## src/rtl/alu_seq_pkg.sv

```systemverilog
// Shared encodings and widths for the sequenced ALU controller.
package alu_seq_pkg;

  localparam int unsigned DATA_W    = 4;
  localparam int unsigned RES_W     = 8;
  localparam int unsigned MUL_ITERS = 4;
  localparam int unsigned CNT_W     = 2;

  typedef enum logic [1:0] {
    OP_ADD  = 2'b00,
    OP_SUB  = 2'b01,
    OP_MUL  = 2'b10,
    OP_RSVD = 2'b11
  } op_e;

  typedef enum logic [1:0] {
    ST_IDLE = 2'b00,
    ST_EXEC = 2'b01,
    ST_MUL  = 2'b10,
    ST_DONE = 2'b11
  } state_e;

  typedef struct packed {
    op_e               op;
    logic [DATA_W-1:0] a;
    logic [DATA_W-1:0] b;
  } req_t;

endpackage

```

## src/rtl/alu_seq_ctrl_alu.sv

```systemverilog
// 4-bit add/subtract unit; s=1 computes in1-in2 through the same carry chain.
module ALU (
  input  logic       s,
  input  logic [3:0] in1,
  input  logic [3:0] in2,
  output logic [3:0] res,
  output logic       cout
);

  logic [3:0] in2_m;
  logic [4:0] acc;

  assign in2_m       = s ? ~in2 : in2;
  assign acc         = {1'b0, in1} + {1'b0, in2_m} + {4'b0000, s};
  assign {cout, res} = acc;

endmodule

```

## src/rtl/alu_seq_ctrl.sv

```systemverilog
// Sequencer around one shared 4-bit ALU: single-cycle add/sub, 4-step shift-add multiply.
module alu_seq_ctrl
  import alu_seq_pkg::*;
(
  input  logic              clk,
  input  logic              rst_n,
  input  logic              start,
  input  logic [1:0]        op,
  input  logic [DATA_W-1:0] a,
  input  logic [DATA_W-1:0] b,
  output logic              ready,
  output logic              busy,
  output logic              done,
  output logic [RES_W-1:0]  result,
  output logic              err
);

  state_e            state_q, state_d;
  req_t              req_q;
  logic [DATA_W-1:0] hi_q, lo_q, hi_n, lo_n;
  logic [CNT_W-1:0]  cnt_q;
  logic              ready_d, busy_d, done_d;
  logic              accept, mul_last;

  logic              alu_s, alu_cout;
  logic [DATA_W-1:0] alu_in1, alu_in2, alu_res;
  logic [8:0]        step;

  assign accept   = (state_q == ST_IDLE) && start;
  assign mul_last = (cnt_q == CNT_W'(MUL_ITERS - 1));

  // ALU operands come only from latched state, so input changes in flight are harmless
  assign alu_s   = (state_q == ST_EXEC) && (req_q.op == OP_SUB);
  assign alu_in1 = (state_q == ST_MUL) ? hi_q : req_q.a;
  assign alu_in2 = (state_q == ST_MUL) ? req_q.a : req_q.b;

  ALU u_alu (
    .s    (alu_s),
    .in1  (alu_in1),
    .in2  (alu_in2),
    .res  (alu_res),
    .cout (alu_cout)
  );

  assign step = lo_q[0] ? ({alu_cout, alu_res, lo_q} >> 1) : ({1'b0, hi_q, lo_q} >> 1);
  assign hi_n = step[7:4];
  assign lo_n = step[3:0];

  always_ff @(posedge clk or negedge rst_n) begin
    if (!rst_n) state_q <= ST_IDLE;
    else        state_q <= state_d;
  end

  always_comb begin
    state_d = state_q;
    case (state_q)
      ST_IDLE: if (start) state_d = (op_e'(op) == OP_MUL) ? ST_MUL : ST_EXEC;
      ST_EXEC: state_d = ST_DONE;
      ST_MUL:  if (mul_last) state_d = ST_DONE;
      ST_DONE: state_d = ST_IDLE;
      default: state_d = ST_IDLE;
    endcase
  end

  always_comb begin
    ready_d = 1'b0;
    busy_d  = 1'b0;
    done_d  = 1'b0;
    ready_d = (state_d == ST_IDLE);
    busy_d  = (state_d == ST_EXEC) || (state_d == ST_MUL);
    done_d  = (state_d == ST_DONE);
  end

  always_ff @(posedge clk or negedge rst_n) begin
    if (!rst_n) begin
      ready <= 1'b1;
      busy  <= 1'b0;
      done  <= 1'b0;
    end else begin
      ready <= ready_d;
      busy  <= busy_d;
      done  <= done_d;
    end
  end

  // Request capture, multiply iteration and result registration
  always_ff @(posedge clk or negedge rst_n) begin
    if (!rst_n) begin
      req_q  <= '0;
      hi_q   <= '0;
      lo_q   <= '0;
      cnt_q  <= '0;
      result <= '0;
      err    <= 1'b0;
    end else begin
      case (state_q)
        ST_IDLE: begin
          if (accept) begin
            req_q <= '{op: op_e'(op), a: a, b: b};
            err   <= 1'b0;
            hi_q  <= '0;
            lo_q  <= b;
            cnt_q <= '0;
          end
        end
        ST_EXEC: begin
          case (req_q.op)
            OP_ADD:  result <= {3'b000, alu_cout, alu_res};
            OP_SUB:  result <= {4'b0000, alu_res};
            default: begin
              result <= '0;
              err    <= 1'b1;
            end
          endcase
        end
        ST_MUL: begin
          hi_q  <= hi_n;
          lo_q  <= lo_n;
          cnt_q <= cnt_q + CNT_W'(1);
          if (mul_last) result <= {hi_n, lo_n};
        end
        default: ;
      endcase
    end
  end

endmodule

```

## config.mk

```make
export PLATFORM = sky130hd
export DESIGN_NAME = alu_seq_ctrl
export DESIGN_NICKNAME = d
export VERILOG_FILES = /design/src/rtl/alu_seq_pkg.sv /design/src/rtl/alu_seq_ctrl_alu.sv /design/src/rtl/alu_seq_ctrl.sv
export SDC_FILE = /design/constraint.sdc
export NUM_CORES = 1
export LEC_CHECK = 0
export ABC_AREA = 1
export CAP_MARGIN = 20
export CORE_UTILIZATION = 49
export DETAILED_ROUTE_END_ITERATION = 6
export PLACE_DENSITY = 0.82
export SYNTH_ARGS = -nofsm -noshare
export SYNTH_HDL_FRONTEND = slang
export SYNTH_SLANG_ARGS = --single-unit
```

## constraint.sdc

```tcl
create_clock -name clk -period 2.2 [get_ports clk]
set_input_delay 0.44 -clock clk [delete_from_list [all_inputs] [get_ports clk]]
set_output_delay 0.44 -clock clk [all_outputs]
set_load 0.005 [all_outputs]
```

==> out/qor.log <==
[flow_run] Max Cap Violations 0
[place] pre-CTS setup slack -86.2 ps
[yosys] mean cell area of the mapped netlist 8.34 µm²
[global_routing] gr usage total 24.5%
[sta] tightest slew margin relative to the limit 71.7%
[place] HPWL after detailed placement 3.03 mm
[worst_hold_path] min-delay src cnt_q[1]
[floorplan] Rows 21
[setup_path] data arrival time of the critical path 2410 ps
[setup_path] reg-to-reg startpoint state_q[0]
[floorplan] area of the core 3470 µm²
[floorplan] Die Footprint 4010 µm²
[yosys] proportion of synthesized chip area in sequential cells 46.2%
[finish] share of cells above drive strength 1 27.8%
[yosys] combined area of all synthesized cells 1840 µm²
[sta] pin slew with the least headroom to its limit 422 ps
[setup_path] top cell family by delay on the critical path adder cells
[worst_hold_path] worst hold path cell count 2
[setup_path] Critical-path top delay cell sky130_fd_sc_hd__dfrtp_1
[floorplan] Die H 63.3 µm
[clocking] clock tree from TritonCTS yes
[global_routing] initial antenna violation count 0
[yosys] number of distinct library cell variants in the gate-level netlist after synthesis 26
[setup_path] end of the worst register-to-register path result[6]
[yosys] flop and latch count out of synthesis 34
[detailed_routing] Final Routed Wirelength 4.67 mm
[clocking] clock transition at the registers of the reported paths 70 ps
[setup_path] Worst Reg2Reg Path Length in Cells 13
[sta] setup repair after global routing missed its margin true
[place] count of buffers from port buffering 24
[clocking] master cell of the clock root buffer sky130_fd_sc_hd__clkbuf_8
[global_routing] number of global-route vias before repair 1597
[clocking] Max clock buf depth 2
[detailed_routing] Pre-antenna DRT Iters 4
[sta] final period demand of the worst path 2230 ps
[status] failing checks setup timing
[setup_path] worst setup path category reg2reg
[sta] part of the cycle the worst path needs 101%
[finish] number of antenna repair diodes 0
[clocking] clock sinks 34
[detailed_routing] total via count in the routed design 1654
[setup_path] endpoint kind of the worst setup timing path register
[clocking] Num CTS Buffers 5
[global_routing] largest net degree at the start of global routing 35
[sta] worst clock skew 4.45 ps
[sta] Worst Slack Setup Final -27.9 ps
[setup_path] Critical Path Source Type register
[setup_path] required time worst endpoint 2390 ps
[finish] synthesis-to-finish area growth 38.2%
[sta] final hold violation count 0
[clocking] H-tree depth 2
[setup_path] biggest fanout along the worst timing path 8
[place] global placement routability congestion 0.952
[setup_path] largest stage delay on the critical path 410 ps
[detailed_routing] antenna-violating nets left 0
[setup_path] beginning of the critical path state_q[0]
[place] placed cell areas 2240 µm²
[setup_path] Crit path buffers/inverters 2
[sta] final setup fails 3
[global_routing] global-route wire length before repair 7.30 mm
[floorplan] horizontal die dimension 63.3 µm
[detailed_routing] routed via count divided by cell count 5.30
[setup_path] register-to-register path setup slack -30 ps
[yosys] top post-synthesis cells by area sky130_fd_sc_hd__dfrtp_1, sky130_fd_sc_hd__nand2_1, sky130_fd_sc_hd__ha_1
[sta] Peak Freq 449 MHz
[sta] number of max-slew violations in the final report 0
[yosys] cell taking the most area after synthesis sky130_fd_sc_hd__dfrtp_1
[detailed_routing] DRC viols 0
[global_routing] Remaining Overflow, GRT 0
[worst_hold_path] path category of the worst min-delay check reg2reg
[yosys] share of the synthesized area in the top cell type 44.8%
[finish] fin area 2550 µm²
[yosys] Synth warnings 0
[worst_hold_path] endpoint with the worst hold slack cnt_q[1]
[setup_path] list of cells traversed by the critical path inv_2, ha_4, buf_4, nand2_1, o21ai_2, xor2_1, ha_4, a21oi_4, nand2_4, nand2_2, nand3_2, nand3_2, nand2_1
[status] status finished, violations left
[floorplan] initial cell density of the core 53.1%
[yosys] Post-Synthesis Cells 221
[floorplan] num ports 25
[detailed_routing] routed len/inst 15.0 µm
[finish] net total in the final layout 288
[detailed_routing] number of DRC markers after the initial detailed-route iteration 105
[clocking] Worst-Skew Late Latency 290 ps
[yosys] post-synthesis net count 244
worst register-to-register path: stages (launching register included):
cell and delay (ps):
sky130_fd_sc_hd__dfrtp_1 410, sky130_fd_sc_hd__inv_2 90, sky130_fd_sc_hd__ha_4 220, sky130_fd_sc_hd__buf_4 150, sky130_fd_sc_hd__nand2_1 70, sky130_fd_sc_hd__o21ai_2 80
sky130_fd_sc_hd__xor2_1 230, sky130_fd_sc_hd__ha_4 260, sky130_fd_sc_hd__a21oi_4 240, sky130_fd_sc_hd__nand2_4 70, sky130_fd_sc_hd__nand2_2 80, sky130_fd_sc_hd__nand3_2 80
sky130_fd_sc_hd__nand3_2 80, sky130_fd_sc_hd__nand2_1 50
cell usage in the layout, fill, tap and decap left out, drive strengths merged:
cell / instances
inv: 30
ha: 9
o31ai: 1
o21ai: 23
clkdlybuf4s50: 24
a22oi: 1
dfstp: 1
nand2: 69
xnor2: 1
fa: 1
a21oi: 11
a221oi: 2
dfrtp: 33
xor2: 3
nor2: 11
nand3: 12
clkbuf: 8
buf: 19
a31oi: 6
mux2i: 1
synth_stat cells (all sizes together):
library cell / count
a21oi: 11
a221oi: 2
a22oi: 1
a31oi: 6
buf: 6
dfrtp: 33
dfstp: 1
fa: 1
ha: 9
inv: 30
mux2i: 1
nand2: 69
nand3: 12
nor2: 11
o21ai: 23
o31ai: 1
xnor2: 1
xor2: 3
registers in the layout, summed over array words and instances (netlist names):
| signal | flops |
|---|---|
| hi_q | 4 |
| lo_q | 4 |
| req_q | 10 |
| state_q | 2 |
| cnt_q | 2 |
| busy | 1 |
| ready | 1 |
| result | 8 |
| done | 1 |
| err | 1 |
area by class of cell:
class,count,area (µm²)
Tap cell,46,57.6
Timing Repair Buffer,43,395
Multi-Input combinational cell,151,1010
Inverter,30,120
Sequential cell,34,852
Clock buffer,8,110
Fill cell,274,921
layer usage:
| metal | up-vias | global-route usage (%) | wire [µm] |
|---|---|---|---|
| li1 | 799 | - | - |
| met3 | 18 | 5.80 | 239 |
| met2 | 49 | 40.7 | 2410 |
| met4 | 0 | 10.8 | 130 |
| met1 | 788 | 30.1 | 1880 |
| met5 | - | 0 | 0 |
per-stage QoR:
stage / util [%] / setup TNS, ps / hold WS, ps / cells
final: 73.4 / -57.2 / 476 / 312
after global placement: 64.5 / -198 / 461 / 300
after CTS: 69.7 / -7.99 / 481 / 311
after global routing: 73.4 / -507 / 494 / 312
after detailed placement: 64.5 / -298 / 466 / 300
after floorplan: - / 0 / 144 / 221
timing repair:
item                                    CTS  global route
hold buffers                              0             0
gates cloned                              0             0
pin swaps                                 1            15
endpoints found under the setup margin    7            13
buffers inserted                          3             2
gates resized for setup                   8            34
worst max path at each step:
| stage | end | slack (ps) | depth (start not counted) |
|---|---|---|---|
| finish | result[6] | -30 | 13 |
| global route | result[6] | -150 | 13 |
| CTS | result[6] | -8 | 13 |
| detailed placement | result[6] | -90 | 15 |
| global placement | result[6] | -70 | 15 |
| floorplan | hi_q[2] | 8 | 16 |
logic make-up (layout without fill, tap and decap cells):
kind of cell | after synthesis | after routing | share of synthesized area (%)
xor+xnor | 4 | 4 | 1.90
fa+ha+maj | 10 | 10 | 7.20
simple gates | 92 | 92 | 21.6
buf+inv | 36 | 81 | 8.96
mux | 1 | 1 | 0.543
compound gates | 44 | 44 | 13.6
flops | 34 | 34 | 46.2
Power is not shown: default switching activity piles up to over one toggle a cycle in this logic, so the estimate is an artifact.
